### src/rtl/bit_serializer_pkg.sv
`default_nettype none
// ============================================================================
// Module      : bit_serializer_pkg
// Description : Shared state encoding and default word length for the
//               bit_serializer block.
// Revision    : 1.0 - initial release
// ============================================================================
package bit_serializer_pkg;

    localparam int c_DEFAULT_WIDTH = 8;

    // PARITY is only reachable when BIT_SERIALIZER_PARITY_EN is defined.
    typedef enum logic [1:0] {
        IDLE   = 2'd0,
        SHIFT  = 2'd1,
        PARITY = 2'd2
    } state_t;

endpackage : bit_serializer_pkg
`default_nettype wire

### src/rtl/bit_serializer.sv
`default_nettype none
// ============================================================================
// Module      : bit_serializer
// Description : Parallel-to-serial converter, MSB first, valid/ready input,
//               back-to-back frames. Optional even-parity trailer bit when
//               BIT_SERIALIZER_PARITY_EN is defined.
// Revision    : 1.0 - initial release
// ============================================================================
module bit_serializer
    import bit_serializer_pkg::*;
#(
    parameter int WIDTH = c_DEFAULT_WIDTH
) (
    input  logic             clk,
    input  logic             reset,
    input  logic [WIDTH-1:0] in_data,
    input  logic             in_valid,
    output logic             in_ready,
    output logic             ser_bit,
    output logic             ser_valid,
    output logic             ser_last,
    output logic             busy
);

    localparam int              c_CW       = $clog2(WIDTH);
    localparam logic [c_CW-1:0] c_CNT_LOAD = c_CW'(WIDTH - 1);

    state_t           r_state;
    state_t           w_next_state;
    logic [WIDTH-1:0] r_shift;
    logic [c_CW-1:0]  r_cnt;
    logic             w_cnt_zero;
    logic             w_frame_end;
    logic             w_xfer;

`ifdef BIT_SERIALIZER_PARITY_EN
    logic             r_parity;
`endif

    assign w_cnt_zero = (r_cnt == '0);
    assign w_xfer     = in_valid && in_ready;

    // Final bit of the frame: opens the in_ready window for back-to-back.
    always_comb begin
        w_frame_end = 1'b0;
`ifdef BIT_SERIALIZER_PARITY_EN
        w_frame_end = (r_state == PARITY);
`else
        w_frame_end = (r_state == SHIFT) && w_cnt_zero;
`endif
    end

    // in_ready is gated by reset so it reads 0 for the whole reset interval.
    assign in_ready = reset && ((r_state == IDLE) || w_frame_end);

    // ------------------------------------------------------------------
    // State register
    // ------------------------------------------------------------------
    always_ff @(posedge clk or negedge reset) begin
        if (!reset) begin
            r_state <= IDLE;
        end else begin
            r_state <= w_next_state;
        end
    end

    // ------------------------------------------------------------------
    // Next-state logic
    // ------------------------------------------------------------------
    always_comb begin
        w_next_state = r_state;
        case (r_state)
            IDLE: begin
                if (w_xfer) begin
                    w_next_state = SHIFT;
                end
            end
            SHIFT: begin
                if (w_cnt_zero) begin
`ifdef BIT_SERIALIZER_PARITY_EN
                    w_next_state = PARITY;
`else
                    w_next_state = w_xfer ? SHIFT : IDLE;
`endif
                end
            end
            PARITY: begin
`ifdef BIT_SERIALIZER_PARITY_EN
                w_next_state = w_xfer ? SHIFT : IDLE;
`else
                w_next_state = IDLE;
`endif
            end
            default: w_next_state = IDLE;
        endcase
    end

    // ------------------------------------------------------------------
    // Shift register and bit counter
    // ------------------------------------------------------------------
    always_ff @(posedge clk or negedge reset) begin
        if (!reset) begin
            r_shift <= '0;
            r_cnt   <= '0;
        end else if (w_xfer) begin
            r_shift <= in_data;
            r_cnt   <= c_CNT_LOAD;
        end else if (r_state == SHIFT) begin
            r_shift <= {r_shift[WIDTH-2:0], 1'b0};
            if (!w_cnt_zero) begin
                r_cnt <= r_cnt - c_CW'(1);
            end
        end
    end

`ifdef BIT_SERIALIZER_PARITY_EN
    always_ff @(posedge clk or negedge reset) begin
        if (!reset) begin
            r_parity <= 1'b0;
        end else if (w_xfer) begin
            r_parity <= ^in_data;
        end
    end
`endif

    // ------------------------------------------------------------------
    // Output decode
    // ------------------------------------------------------------------
    always_comb begin
        ser_bit   = 1'b0;
        ser_valid = 1'b0;
        busy      = 1'b0;
        case (r_state)
            SHIFT: begin
                ser_bit   = r_shift[WIDTH-1];
                ser_valid = 1'b1;
                busy      = 1'b1;
            end
            PARITY: begin
`ifdef BIT_SERIALIZER_PARITY_EN
                ser_bit   = r_parity;
`endif
                ser_valid = 1'b1;
                busy      = 1'b1;
            end
            default: begin
                ser_bit   = 1'b0;
                ser_valid = 1'b0;
                busy      = 1'b0;
            end
        endcase
    end

    assign ser_last = w_frame_end;

endmodule : bit_serializer
`default_nettype wire

### config.mk
export PLATFORM = sky130hd
export DESIGN_NAME = bit_serializer
export DESIGN_NICKNAME = d
export VERILOG_FILES = /design/src/rtl/bit_serializer_pkg.sv /design/src/rtl/bit_serializer.sv
export SDC_FILE = /design/constraint.sdc
export NUM_CORES = 1
export LEC_CHECK = 0
export ABC_AREA = 1
export BUFFER_PORTS_ARGS = -buffer_cell sky130_fd_sc_hd__clkbuf_2
export CAP_MARGIN = 20
export CORE_MARGIN = 8
export CORE_UTILIZATION = 51
export CTS_BUF_LIST = sky130_fd_sc_hd__clkbuf_16
export DETAILED_ROUTE_END_ITERATION = 8
export GPL_TIMING_DRIVEN = 0
export PLACE_DENSITY = 0.72
export SETUP_SLACK_MARGIN = 0.4
export SYNTH_ARGS = -nofsm -noshare
export SYNTH_HDL_FRONTEND = slang
export SYNTH_SLANG_ARGS = --single-unit
### constraint.sdc
create_clock -name clk -period 1.6 [get_ports clk]
set_input_delay 0.16 -clock clk [delete_from_list [all_inputs] [get_ports clk]]
set_output_delay 0.16 -clock clk [all_outputs]
set_load 0.05 [all_outputs]
Yosys cells after proc, flatten, opt, wreduce, memory -nomap -nowiden. Index checks and enable logic that the tools add are counted. W data, S select, Z words.

Bits in registers: 13. Input bits: 11. Output and inout bits: 5.

$add $sub $neg: 1. Equal/unequal tests: 5. Mux-type cells: 11. Reductions and logical operators: 10.

Operator list (number): $mux W8 (2); $mux W3 (3); $mux W2 (2); $ne A2 B2 Y1 const B (2); $pmux W2 S2 (1); $reduce_and A2 Y1 (2); $logic_and A1 B1 Y1 (3); $logic_not A3 Y1 (1); $mux W1 (3); $sub A3 B1 Y3 const B (1); $eq A2 B1 Y1 const B (1); $eq A2 B2 Y1 const B (1); $logic_not A2 Y1 (1); $ne A2 B1 Y1 const B (1); $reduce_bool A2 Y1 (1); $reduce_or A2 Y1 (1); $logic_or A1 B1 Y1 (1).

Depth between registers and ports, before layout.
Depth after elaboration: 8. Depth in mapped cells: 8. Gate-level depth less buffers: 8.

Worst setup path before layout. No wires, ideal clock.

Kind: reg2out. From: register r_state[0]. To: output ser_last. Data arrival time: 1624 ps. Required time: 1440 ps. Setup slack: -184 ps. Stages on the path, launching flop included: 4. Cells stage by stage: dfrtp_1 -> buf_6 -> inv_1 -> nor2_1.

Word-level cells in the longest chain between the ends: 2.

Ends and longest elaborated chain: start, declared (line bit_serializer.sv:28) `state_t r_state;`; start signal, assigned (line bit_serializer.sv:63) `r_state <= w_next_state;`; $eq A2 B1 Y1 (line bit_serializer.sv:49) `w_frame_end = (r_state == SHIFT) && w_cnt_zero;`; $logic_and A1 B1 Y1 (line bit_serializer.sv:49); end, declared (line bit_serializer.sv:21) `output logic ser_last,`.

Every way passes these cells.

Worst setup path after layout.
From: register r_cnt[0]. To: output in_ready.

Word-level cells in the longest chain between the ends: 4.

Ends and longest elaborated chain: start, declared (line bit_serializer.sv:31) `logic [c_CW-1:0] r_cnt;`; start signal, assigned (line bit_serializer.sv:107) `r_cnt <= c_CNT_LOAD;`; start signal, assigned (line bit_serializer.sv:111) `r_cnt <= r_cnt - c_CW'(1);`; $logic_not A3 Y1 (line bit_serializer.sv:40) `assign w_cnt_zero = (r_cnt == '0);`; $logic_and A1 B1 Y1 (line bit_serializer.sv:49); $logic_or A1 B1 Y1 (line bit_serializer.sv:54) `assign in_ready = reset && ((r_state == IDLE) || w_frame_end);`; $logic_and A1 B1 Y1 (line bit_serializer.sv:54); end, declared (line bit_serializer.sv:18) `output logic in_ready,`.

Every way passes these cells.

==> results.txt <==
----------------------------------------------------
[Detailed routing]
  Total wire length after detailed routing ... 1610 um
  Wl on met1 ... 697 um
  Total via count in the routed design ... 607
  Highest metal layer with signal wires ... met4
  Detail Route Antenna Nets ... 0
  First-iteration detailed-routing DRC count ... 4
  Detail Route met3 WL ... 106 um
  # DRC ... 0
  Met2 routed WL ... 768 um
  First-pass detailed-route iteration total ... 2
  Routed length per placed instance ... 14.0 um
  Ratio of routed vias to standard cells ... 5.28

[Timing]
  Final Hold Vio Count ... 0
  Final Max Slew Viols ... 0
  Setup repair after global routing missed its margin ... yes
  Final cycle utilization of the critical path ... 87.7%
  Slew headroom ... 62.0%
  Worst hold margin ... 137 ps
  Final Setup Violations ... 0
  Measured slew at the worst slew-check pin ... 569 ps
  Fmax ... 712 MHz
  Setup tns final ... 0 ps
  Post-route clock skew ... 0.732 ps
  Minimum clock period ... 1400 ps

[Clocking]
  CTS Buffer Depth ... 2
  Number of buffers created by CTS ... 3
  Insertion delay to the later sink of the worst-skew pair ... 240 ps
  Maximum level of the CTS H-tree ... 1
  Clock transition at path regs ... 40 ps
  Clock tree from TritonCTS ... yes
  Clock root buffer ... sky130_fd_sc_hd__clkbuf_16
  Total clock sinks ... 12

[Synth]
  Netlist area before placement ... 747 um2
  EDFF count, synth ... 0
  Most frequently used flop master after synthesis ... sky130_fd_sc_hd__dfrtp_1
  Top post-synthesis cells by count ... sky130_fd_sc_hd__nand2_1, sky130_fd_sc_hd__dfrtp_1, sky130_fd_sc_hd__nand3_2
  Post-synthesis cell type count ... 18
  Yosys warning count ... 0
  Fraction of synthesized cell area taken by the top area cell type ... 40.2%
  Top cell type by total area after synthesis ... sky130_fd_sc_hd__dfrtp_1
  Number of register bits inferred by synthesis ... 12
  Async set-or-reset flop fraction in the synthesized netlist ... 100%
  Post-Synthesis Cells ... 75
  Most frequent cell after synthesis ... sky130_fd_sc_hd__nand2_1
  Cells taking the most area after synthesis ... sky130_fd_sc_hd__dfrtp_1, sky130_fd_sc_hd__nand3_2, sky130_fd_sc_hd__nand2_1, sky130_fd_sc_hd__nand4_1, sky130_fd_sc_hd__nand3_1
  Post-synthesis sequential area ratio ... 40.2%
  Mean instance size in the synthesized netlist ... 9.96 um2
  Post-synthesis net count ... 88

[Worst hold path]
  Worst Hold Path Cells ... 3
  Hold Startpoint ... in_data[0]
  Hold endpoint ... r_shift[0]
  Worst min path class ... input pin to register

[Global routing]
  Number of antenna violations at the first check in global routing ... 0
  Via count of the first global-routing pass ... 591
  Maximum number of pins on one net before global-route repair ... 13
  Total global routing overflow ... 0
  Overall routing resource usage ... 12.7%
  First-pass GRT wire length ... 2770 um

[Floorplanning]
  Die Y ... 54.3 um
  Number of I/O pins ... 16
  Initial core utilization ... 52.0%
  Die width ... 54.3 um
  Std-Cell Rows ... 14
  Core footprint ... 1440 um2
  Area of the die ... 2950 um2

[Final layout]
  Area growth from synthesis to layout ... 44.1%
  Share of cells above drive strength 1 ... 54.5%
  Antenna fix cells ... 0
  Final-stage net count ... 113

[Power and ir drop]
  Switching power total ... 917 uW
  Internal power ... 1310 uW
  Lkg Pwr ... 0.000540 uW
  Fraction of power spent switching nets ... 41.1%
  Portion of total power attributed to combinational logic ... 54.6%
  Power per cell area ... 2070 nW/um2
  Fraction of power consumed by sequential logic ... 24.3%
  Fraction of power consumed by the clock network ... 21.1%
  Worst supply voltage drop on vdd ... 1.32 mV

[Placement]
  Buffers added on ports ... 14
  Post-detail-place hpwl ... 1080 um
  Placer's final routability congestion estimate ... 0.726

[Run status]
  Result of the run ... complete, no violations

[Worst setup path]
  Worst EP required ... 1440 ps
  Critical path arrival ... 1240 ps
  Setup crit start kind ... register
  R2R Path End ... r_shift[3]
  Reg2reg start ... r_cnt[0]
  CP max FO ... 2
  Crit Path Category ... register to output pin
  Capturing element type of the critical path ... output pin
  Reg2Reg Depth ... 9
  Register-to-Register Setup Slack ... 230 ps

[Job]
  Maximum Capacitance Violations ... 0

----------------------------------------------------
[power groups by stage]
stage	clock [uW]	combinational (uW)	sequential [uW]
after floorplan	0	764	566
after global placement	0	953	532
after detailed placement	0	973	536
after CTS	478	1200	539
after global routing	494	1320	551
final	471	1220	541
[cell type report]
type,count,area (um2)
flip-flops and latches,12,302
repair buffers,20,180
clock inverters,1,3.75
inverters,8,36.3
plain buffers,6,78.8
multi-input cells,49,380
clock buffers,3,75.1
well taps,16,20.0
fillers,95,360
[sequential cells by signal, summed over array words and instances (netlist names)]
signal   flops
r_cnt        3
r_shift      8
r_state      1
[worst max-delay path by stage]
stage / cells past startpoint / from / slack (ps) / endpoint
after floorplan: 6 / r_cnt[1] / 350 / in_ready
after global placement: 7 / r_cnt[1] / 240 / in_ready
after detailed placement: 7 / r_cnt[1] / 230 / in_ready
after CTS: 7 / r_cnt[0] / 160 / in_ready
final: 7 / r_cnt[0] / 200 / in_ready
after global routing: 7 / r_cnt[0] / 150 / in_ready
[kinds of logic (layout without fill, tap and decap cells)]
group / Yosys count / in the layout / synth area share, %
AO/OA/AOI/OAI: 3 / 3 / 5.03
flip-flops: 12 / 12 / 40.2
AND/OR/NAND/NOR: 44 / 44 / 37.9
buffers and inverters: 14 / 38 / 13.6
adder cells (fa/ha/maj): 2 / 2 / 3.35
[cell usage in the layout, fill, tap and decap left out, drive strengths merged]
cell,netlist,routed
nand2,17,17
nand4,7,7
clkinv,0,1
nand3,18,18
nor2,2,2
clkinvlp,0,1
buf,5,13
o211ai,1,1
a21oi,1,1
dlygate4sd3,0,1
inv,8,7
clkbuf,1,15
dfrtp,12,12
ha,2,2
o21ai,1,1
[per-layer routing]
metal  vias up  GRT usage (%)
met5         -              0
met4         0           6.15
met3         5           4.35
met2        14           18.9
met1       288           16.1
li1        300              -
[metrics by stage]
stage | cells | setup WS [ps] | power, uW | util, % | cell area [um2]
2_1_floorplan | 75 | 354 | 1330 | - | 774
3_3_place_gp | 105 | 243 | 1480 | 60.2 | 865
3_5_place_dp | 105 | 232 | 1510 | 60.2 | 865
4_1_cts | 115 | 163 | 2220 | 74.7 | 1070
5_1_grt | 115 | 146 | 2360 | 74.9 | 1080
6_report | 115 | 196 | 2230 | 74.9 | 1080
[worst max-delay path: stages, from the launching register on]
cell                      delay [ps]
sky130_fd_sc_hd__dfrtp_1         380
sky130_fd_sc_hd__inv_2            80
sky130_fd_sc_hd__ha_4            140
sky130_fd_sc_hd__nand2_4          60
sky130_fd_sc_hd__nand2_4          70
sky130_fd_sc_hd__inv_4            40
sky130_fd_sc_hd__nor2_4           80
sky130_fd_sc_hd__buf_8           150
[what timing repair did]
action | CTS | global route
setup buffers | 4 | 0
gates cloned | 1 | 0
gates resized for setup | 14 | 3
setup endpoints to repair | 13 | 16
hold buffers | 1 | 0
hold endpoints to repair | 12 | 0
pin swaps | 4 | 1
(Power assumes the default switching activity.)
